File: config.mk
export PLATFORM = sky130hd
export DESIGN_NAME = psimd_wb_sequencer
export DESIGN_NICKNAME = d
export VERILOG_FILES = /design/src/rtl/psimd_wb_sequencer.sv
export SDC_FILE = /design/constraint.sdc
export NUM_CORES = 1
export LEC_CHECK = 0
export BUFFER_PORTS_ARGS = -buffer_cell sky130_fd_sc_hd__clkbuf_2
export CAP_MARGIN = 20
export CORE_MARGIN = 3
export CORE_UTILIZATION = 50
export CTS_BUF_LIST = sky130_fd_sc_hd__clkbuf_4
export CTS_CLUSTER_SIZE = 10
export DETAILED_ROUTE_END_ITERATION = 7
export PLACE_DENSITY_LB_ADDON = 0.25
export SYNTH_ARGS = -nofsm -noshare
export SYNTH_HDL_FRONTEND = slang
export SYNTH_SLANG_ARGS = --single-unit
export TNS_END_PERCENT = 1
File: constraint.sdc
create_clock -name clk -period 12.4 [get_ports clk]
set_clock_uncertainty 0.2 [all_clocks]
set_input_delay 0.62 -clock clk [delete_from_list [all_inputs] [get_ports clk]]
set_output_delay 0.62 -clock clk [all_outputs]
set_load 0.1 [all_outputs]
File: src/rtl/psimd_wb_sequencer.sv
// Writeback sequencer: buffers PSIMD execute results in a small FIFO and drives
// the register-file write port one entry per cycle, exporting a pending-destination mask.
module psimd_wb_sequencer #(
    parameter int DEPTH = 4,
    parameter int AW    = 5
) (
    input  logic                   clk,
    input  logic                   rst_n,
    input  logic                   res_valid,
    output logic                   res_ready,
    input  logic [AW-1:0]          res_rd,
    input  logic                   res_pair,
    input  logic [63:0]            res_lo,
    input  logic [63:0]            res_hi,
    input  logic                   wb_stall,
    output logic                   wr_enable,
    output logic [AW-1:0]          rd_address,
    output logic                   logic_fti_ctrl,
    output logic [63:0]            dataout_1,
    output logic [63:0]            dataout_2,
    output logic [31:0]            pending_mask,
    output logic [$clog2(DEPTH):0] occupancy,
    output logic                   pair_wrap_err
);

    localparam int PW = $clog2(DEPTH);
    localparam int CW = PW + 1;

    logic [AW-1:0] rd_mem   [DEPTH];
    logic          pair_mem [DEPTH];
    logic [63:0]   lo_mem   [DEPTH];
    logic [63:0]   hi_mem   [DEPTH];

    logic [PW-1:0] rd_ptr;
    logic [PW-1:0] wr_ptr;
    logic [CW-1:0] count;

    logic push;
    logic pop;
    logic wrap;
    logic pair_in;
    logic empty;

    assign empty     = (count == '0);
    assign res_ready = (count != CW'(DEPTH));
    assign push      = res_valid && res_ready;
    assign wr_enable = !empty && !wb_stall;
    assign pop       = wr_enable;
    assign occupancy = count;

    // A pair to r31 would spill past the register file; keep only the low half.
    assign wrap    = res_pair && (res_rd == AW'(31));
    assign pair_in = res_pair && !wrap;

    // NOTE: storage has no reset; validity is tracked solely by count and the pointers.
    always_ff @(posedge clk) begin
        if (push) begin
            rd_mem[wr_ptr]   <= res_rd;
            pair_mem[wr_ptr] <= pair_in;
            lo_mem[wr_ptr]   <= res_lo;
            hi_mem[wr_ptr]   <= pair_in ? res_hi : 64'b0;
        end
    end

    // NOTE: sequential state uses non-blocking assignments so every flop samples pre-edge values.
    always_ff @(posedge clk) begin
        if (!rst_n) begin
            rd_ptr        <= '0;
            wr_ptr        <= '0;
            count         <= '0;
            pair_wrap_err <= 1'b0;
        end else begin
            if (push) wr_ptr <= wr_ptr + PW'(1);
            if (pop)  rd_ptr <= rd_ptr + PW'(1);
            case ({push, pop})
                2'b10:   count <= count + CW'(1);
                2'b01:   count <= count - CW'(1);
                default: count <= count;
            endcase
            if (push && wrap) pair_wrap_err <= 1'b1;
        end
    end

    // NOTE: every combinational output gets a default first so no path infers a latch.
    always_comb begin
        rd_address     = '0;
        logic_fti_ctrl = 1'b1;
        dataout_1      = 64'b0;
        dataout_2      = 64'b0;
        if (!empty) begin
            rd_address     = rd_mem[rd_ptr];
            logic_fti_ctrl = !pair_mem[rd_ptr];
            dataout_1      = lo_mem[rd_ptr];
            dataout_2      = pair_mem[rd_ptr] ? hi_mem[rd_ptr] : 64'b0;
        end
    end

    // An entry is live when its distance from the read pointer is below count.
    always_comb begin
        logic [PW-1:0] offset;
        pending_mask = '0;
        offset       = '0;
        for (int i = 0; i < DEPTH; i++) begin
            offset = PW'(i) - rd_ptr;
            if ({1'b0, offset} < count) begin
                pending_mask[rd_mem[i]] = 1'b1;
                if (pair_mem[i]) pending_mask[rd_mem[i] + AW'(1)] = 1'b1;
            end
        end
    end

endmodule

==> impl_metrics.tcl, run 1 <==
set metrics [dict create \
    status "completed" \
    cp-end-kind "output port" \
    rsz0062_at_grt "no" \
    drt_iter0_drc 985 \
    ant_nets 0 \
    grt.overflow.total 0 \
    crit_type "reg2out" \
    grt_pass1_wl_mm 85.8 \
    ys_async_sr_fraction 0 \
    path_buf_inv 3 \
    crit_family "buffers and inverters" \
    portBuffers 309 \
    die_h_um 221 \
    layout_min_cycle_time_ps 5070 \
    vias_per_cell 5.57 \
    power_density_nw_per_um2 247 \
    nNetsFinal 1931 \
    syn_area_per_cell_um2 18.5 \
    cp_max_fo 63 \
    ctsHtreeMaxLevel 4 \
    remaining_drc_errors 0 \
    synth_top_area_frac 0.699 \
    yosysWarningCount 0 \
    netlist_instances 1246 \
    synth_enable_flop_cells 536 \
    start_kind "register" \
    slew_viol_final 0 \
    leakagePower_uw 0.00995 \
    seq_area_frac_synth 0.708 \
    dpl.hpwl_mm 34.4 \
    worst_ep_arrival_time_ps 4250 \
    finalSetupViolCount 0 \
    finalHoldViolCount 0 \
    stdcell_count 2484 \
    dp_cells 2091 \
    first_global_vias 14800 \
    hold_ws_ps 254 \
    area_delta_synth_final_pct 22.8 \
    ir_worst_vdd_mv 0.228 \
    drive_above_1_share 0.380 \
    worstPathCellList "buf_4 -> buf_4 -> mux4_2 -> nor2b_1 -> clkbuf_2" \
    synth_flop_cell "edfxtp_1" \
    total_power_uw 6970 \
    cp_slowest_stage_delay_ps 890 \
    ys_types 63 \
    critPathMostFrequentCell "buf_4" \
    syn_area_um2 23000 \
    pin_count 310 \
    grt_max_degree 69 \
    die-area_um2 48700 \
    cts_tree "built" \
    first_pass_iters 6 \
    clk_latency_ps 920 \
    tightestPinTransition_ps 1040 \
    clockRootBuffer "clkbuf_4" \
    fin_util 0.630 \
    finalSetupTns_ps 0 \
    ys_top_cells_by_area "edfxtp_1 70%, mux4_2 13%, nor2b_1 3.8%, and2_1 2.0%, dfxtp_1 0.87%" \
    start_util 0.513 \
    wl_per_cell_um 22.7 \
    slowest_stage "buf_4" \
    syn_nets 1394 \
    drv_cap 0 \
    drt-total-wl_mm 56.5 \
    fp-row-count 77 \
    fp.dieW_um 221 \
    via_count 13800 \
    cts_buffers 142 \
    finalCritPeriodShare 0.409 \
    ys_ff_latch 546 \
    synth_top_area_cell "edfxtp_1" \
    hold_class "in2reg" \
    core_region_area_um2 44900 \
    clk_pin_slew_ps 70 \
    required_ps 11580 \
    relSlewSlack 0.308 \
    gp_congestion 0.875 \
    cts.sinks 546 \
    grt_use_total 0.239 \
    cts_max_path_buffers 3 \
    antenna_found_initial 6 \
    max_freq_mhz 197 \
]
[flip-flops by register name (all words and copies together), names as in the netlist, named ones only]
name           count
hi_mem           256
pair_wrap_err      1
lo_mem           256
occupancy          3
wr_ptr             2
pair_mem           4
rd_ptr             2
rd_mem            20
[final timing paths]
path,startpoint,to,slack (ps),depth (start not counted)
worst max register to register,occupancy[0]$_SDFFE_PN0P_,hi_mem[2][26]$_DFFE_PP_,8650,4
worst min register to register,wr_ptr[1]$_SDFFE_PN0P_,wr_ptr[1]$_SDFFE_PN0P_,360,2
worst min-delay path,res_lo[18],lo_mem[3][18]$_DFFE_PP_,250,2
worst max-delay path,register,dataout_2[34],7330,5
[routing by layer]
layer  global-route usage  up-vias  share of wire
met3               0.0645      108          0.072
li1                     -     6147              -
met1                0.310     6997           0.40
met5                    0        -        0.00048
met2                0.389      573           0.50
met4               0.0934        4          0.026
[cell families (layout without fill, tap and decap cells)]
group,Yosys count,count (layout),share of synthesized area
XOR/XNOR,7,7,0.00266
buffers and inverters,87,728,0.0195
other,0,5,0
flip-flops,546,546,0.708
adder cells (fa/ha/maj),10,10,0.00576
AO/OA/AOI/OAI,97,97,0.0379
multiplexers,138,138,0.133
AND/OR/NAND/NOR,361,361,0.0936
[power breakdown]
part / switching (uW) / internal, uW / total [uW]
clock network: 702 / 813 / 1510
registers: 87.4 / 2240 / 2330
logic: 2400 / 723 / 3130
total: 3190 / 3780 / 6970
[Yosys cell counts (4+ instances only)]
library cell	count
and2_1	72
nor4_1	4
mux2i_1	4
nand4b_1	4
o211ai_1	8
ha_1	9
nor2_1	17
dfxtp_1	10
edfxtp_1	536
mux4_2	134
o21ai_0	8
nor2b_1	141
buf_6	10
a221oi_1	4
inv_1	14
nand3_1	18
buf_2	28
and3_1	4
o22ai_1	5
a21oi_1	7
a32oi_1	10
clkbuf_1	31
nand3b_1	6
nor3_2	4
nand2_1	47
a22oi_1	20
o221ai_1	4
a211oi_4	5
or3_1	4
xnor2_1	5
nand2b_1	18
[worst register-to-register path: stages, from the launching register on]
cell and delay [ps]:
dfxtp_1 630, or3b_1 290, and3_4 670, buf_4 720
buf_4 810
[stage by stage]
step                setup slack, ps  instance area, um^2
global placement               8150                25100
floorplan                      6460                23000
detailed placement             8140                25100
CTS                            7080                28300
global route                   6860                28300
finish                         7330                28300
[what timing repair did]
action                                 in CTS  in global routing
hold buffers                              140                  0
gates resized for setup                     0                  0
buffers inserted                            0                  0
endpoints found under the hold margin     542                  0
[area by class of cell]
type | count | area [um^2]
diodes | 5 | 12.5
fillers | 3356 | 16600
clock buffers | 209 | 1570
well taps | 592 | 741
repair buffers | 466 | 3080
inverters | 14 | 52.6
clock inverters | 39 | 214
multi-input cells | 613 | 6310
flip-flops and latches | 546 | 16300
[layout by cell type, fill, tap and decap left out, drive strengths merged, types with 9 or more instances in the layout]
| master | count |
|---|---|
| ha | 9 |
| nor2b | 144 |
| a211oi | 10 |
| clkbuf | 518 |
| dlygate4sd3 | 140 |
| clkinv | 28 |
| inv | 22 |
| buf | 17 |
| dfxtp | 10 |
| o21ai | 9 |
| and2 | 72 |
| nor2 | 18 |
| a22oi | 20 |
| nand2b | 19 |
| nand2 | 47 |
| edfxtp | 536 |
| nand3 | 18 |
| mux4 | 134 |
| a32oi | 10 |
Power figures use the tool's default switching activity.
==> run 2: changes to the inputs <==
==> constraint.sdc (replaced) <==
create_clock -name clk -period 4.4 [get_ports clk]
set_clock_uncertainty 0.2 [all_clocks]
set_input_delay 0.22 -clock clk [delete_from_list [all_inputs] [get_ports clk]]
set_output_delay 0.22 -clock clk [all_outputs]
set_load 0.1 [all_outputs]
==> impl_metrics.tcl, run 2 (synthesis results as in run 1) <==
set metrics [dict create \
    status "completed" \
    dpl.hpwl_mm 33.9 \
    hold_class "in2reg" \
    die-area_um2 48700 \
    multi_input_area_um2 6330 \
    r2r-start "occupancy[2]$_SDFFE_PN0P_" \
    grt_use_total 0.244 \
    cts_buffers 139 \
    hold_ws_ps 189 \
    grt_max_degree 134 \
    gp_congestion 0.937 \
    leakagePower_uw 0.0105 \
    tightestPinTransition_ps 977 \
    power_density_nw_per_um2 669 \
    seq_area_um2 16300 \
    area_delta_synth_final_pct 29.3 \
    stdcell_count 2605 \
    ir_worst_vdd_mv 0.684 \
    portBuffers 309 \
    finalCritPeriodShare 0.927 \
    start_kind "register" \
    final_cell_mix "536 x edfxtp_1, 309 x clkbuf_2, 274 x dlygate4sd3_1" \
    grt_pass1_wl_mm 88.1 \
    fp.dieW_um 221 \
    min_to "rd_ptr[1]$_SDFFE_PN0P_" \
    cp_max_fo 6 \
    layout_min_cycle_time_ps 4080 \
    rsz0062_at_grt "no" \
    first_global_vias 15200 \
    fp-row-count 77 \
    fin_util 0.663 \
    clk_pin_slew_ps 60 \
    ant_nets 0 \
    slew_viol_final 0 \
    pin_count 310 \
    core_region_area_um2 44900 \
    finalHoldViolCount 0 \
    r2r-end "occupancy[2]$_SDFFE_PN0P_" \
    finalSetupViolCount 0 \
    drt_iter0_drc 979 \
    cp-end-kind "output port" \
    cts_max_path_buffers 3 \
    grt.overflow.total 0 \
    finalSetupTns_ps 0 \
    nNetsFinal 2063 \
    holdPathStages 5 \
    via_count 14400 \
    regToRegSetupSlack_ps 1090 \
    relSlewSlack 0.348 \
    worst_ep_arrival_time_ps 3660 \
    filler_cell_count 3134 \
    cts.sinks 546 \
    cts_tree "built" \
    first_pass_iters 5 \
    remaining_drc_errors 0 \
    ctsHtreeMaxLevel 4 \
    start_util 0.513 \
    antenna_found_initial 8 \
    drive_above_1_share 0.352 \
    wl_per_cell_um 22.4 \
    post_cts_buffers 0 \
    layout_commonest_cell "edfxtp_1" \
    drv_cap 0 \
    min_from "wb_stall" \
    clk_latency_ps 890 \
    max_freq_mhz 245 \
    required_ps 3980 \
    crit_type "reg2out" \
    vias_per_cell 5.52 \
    r2r.worst_path.cells 7 \
    total_power_uw 19900 \
    reg.largest.list "hi_mem: 256 flops, lo_mem: 256 flops, rd_mem: 20 flops" \
    die_h_um 221 \
    clockRootBuffer "clkbuf_4" \
    dp_cells 2092 \
    drt-total-wl_mm 58.3 \
]
run 2: cell types whose count changed in the layout (fill, tap and decap cells not counted), moves of 4 or more:
| cell | previous run | this run |
|---|---|---|
| buf_12 | 0 | 10 |
| buf_4 | 17 | 8 |
| bufinv_16 | 2 | 6 |
| clkbuf_4 | 209 | 195 |
| diode_2 | 5 | 9 |
| dlygate4sd3_1 | 140 | 274 |
| inv_2 | 8 | 2 |
run 2: critical path, cell delays in order (launching register included):
cell	delay [ps]
dfxtp_1	460
inv_1	180
ha_1	370
nor2b_2	230
a21oi_1	410
nand2_1	280
o211ai_1	320
clkbuf_2	520
run 2: power breakdown:
part	switching, uW	internal, uW
registers	244	6320
logic	6840	2180
clock network	1960	2380
run 2: routing by layer:
metal  wire [um]  global-route usage
met4        1090              0.0926
met1       22800               0.306
met3        4490              0.0748
met5          14                   0
met2       29900               0.403
run 2: worst max-delay path by stage:
stage	from	end	slack [ps]	depth (start not counted)
2_1_floorplan	occupancy[0]$_SDFFE_PN0P_	hi_mem[0][0]$_DFFE_PP_	-30	3
3_3_place_gp	register	dataout_2[34]	1060	5
3_5_place_dp	register	dataout_2[34]	1020	5
4_1_cts	occupancy[1]$_SDFFE_PN0P_	pending_mask[7]	90	7
5_1_grt	rd_ptr[0]$_SDFFE_PN0P_	pending_mask[7]	100	7
6_report	occupancy[1]$_SDFFE_PN0P_	pending_mask[29]	320	7
run 2: metrics by stage:
step | setup WS (ps) | instance area (um^2)
after detailed placement | 1020 | 25200
final | 319 | 29800
after global routing | 96.8 | 29800
after global placement | 1060 | 25200
after CTS | 88.1 | 29700
after floorplan | -32.6 | 23000
run 2: final cells by class:
cell class                      instances  area share
Clock buffer                          195      0.0492
Multi-Input combinational cell        613       0.213
Sequential cell                       546       0.548
Inverter                               14     0.00177
Timing Repair Buffer                  601       0.153
Antenna cell                            9    0.000757
Clock inverter                         35      0.0102
Tap cell                              592      0.0249
run 2: timing repair:
| action | CTS | global route |
|---|---|---|
| hold buffers | 274 | 0 |
| gates resized for setup | 1 | 1 |
| setup endpoints to repair | 31 | 6 |
| endpoints found under the hold margin | 968 | 0 |
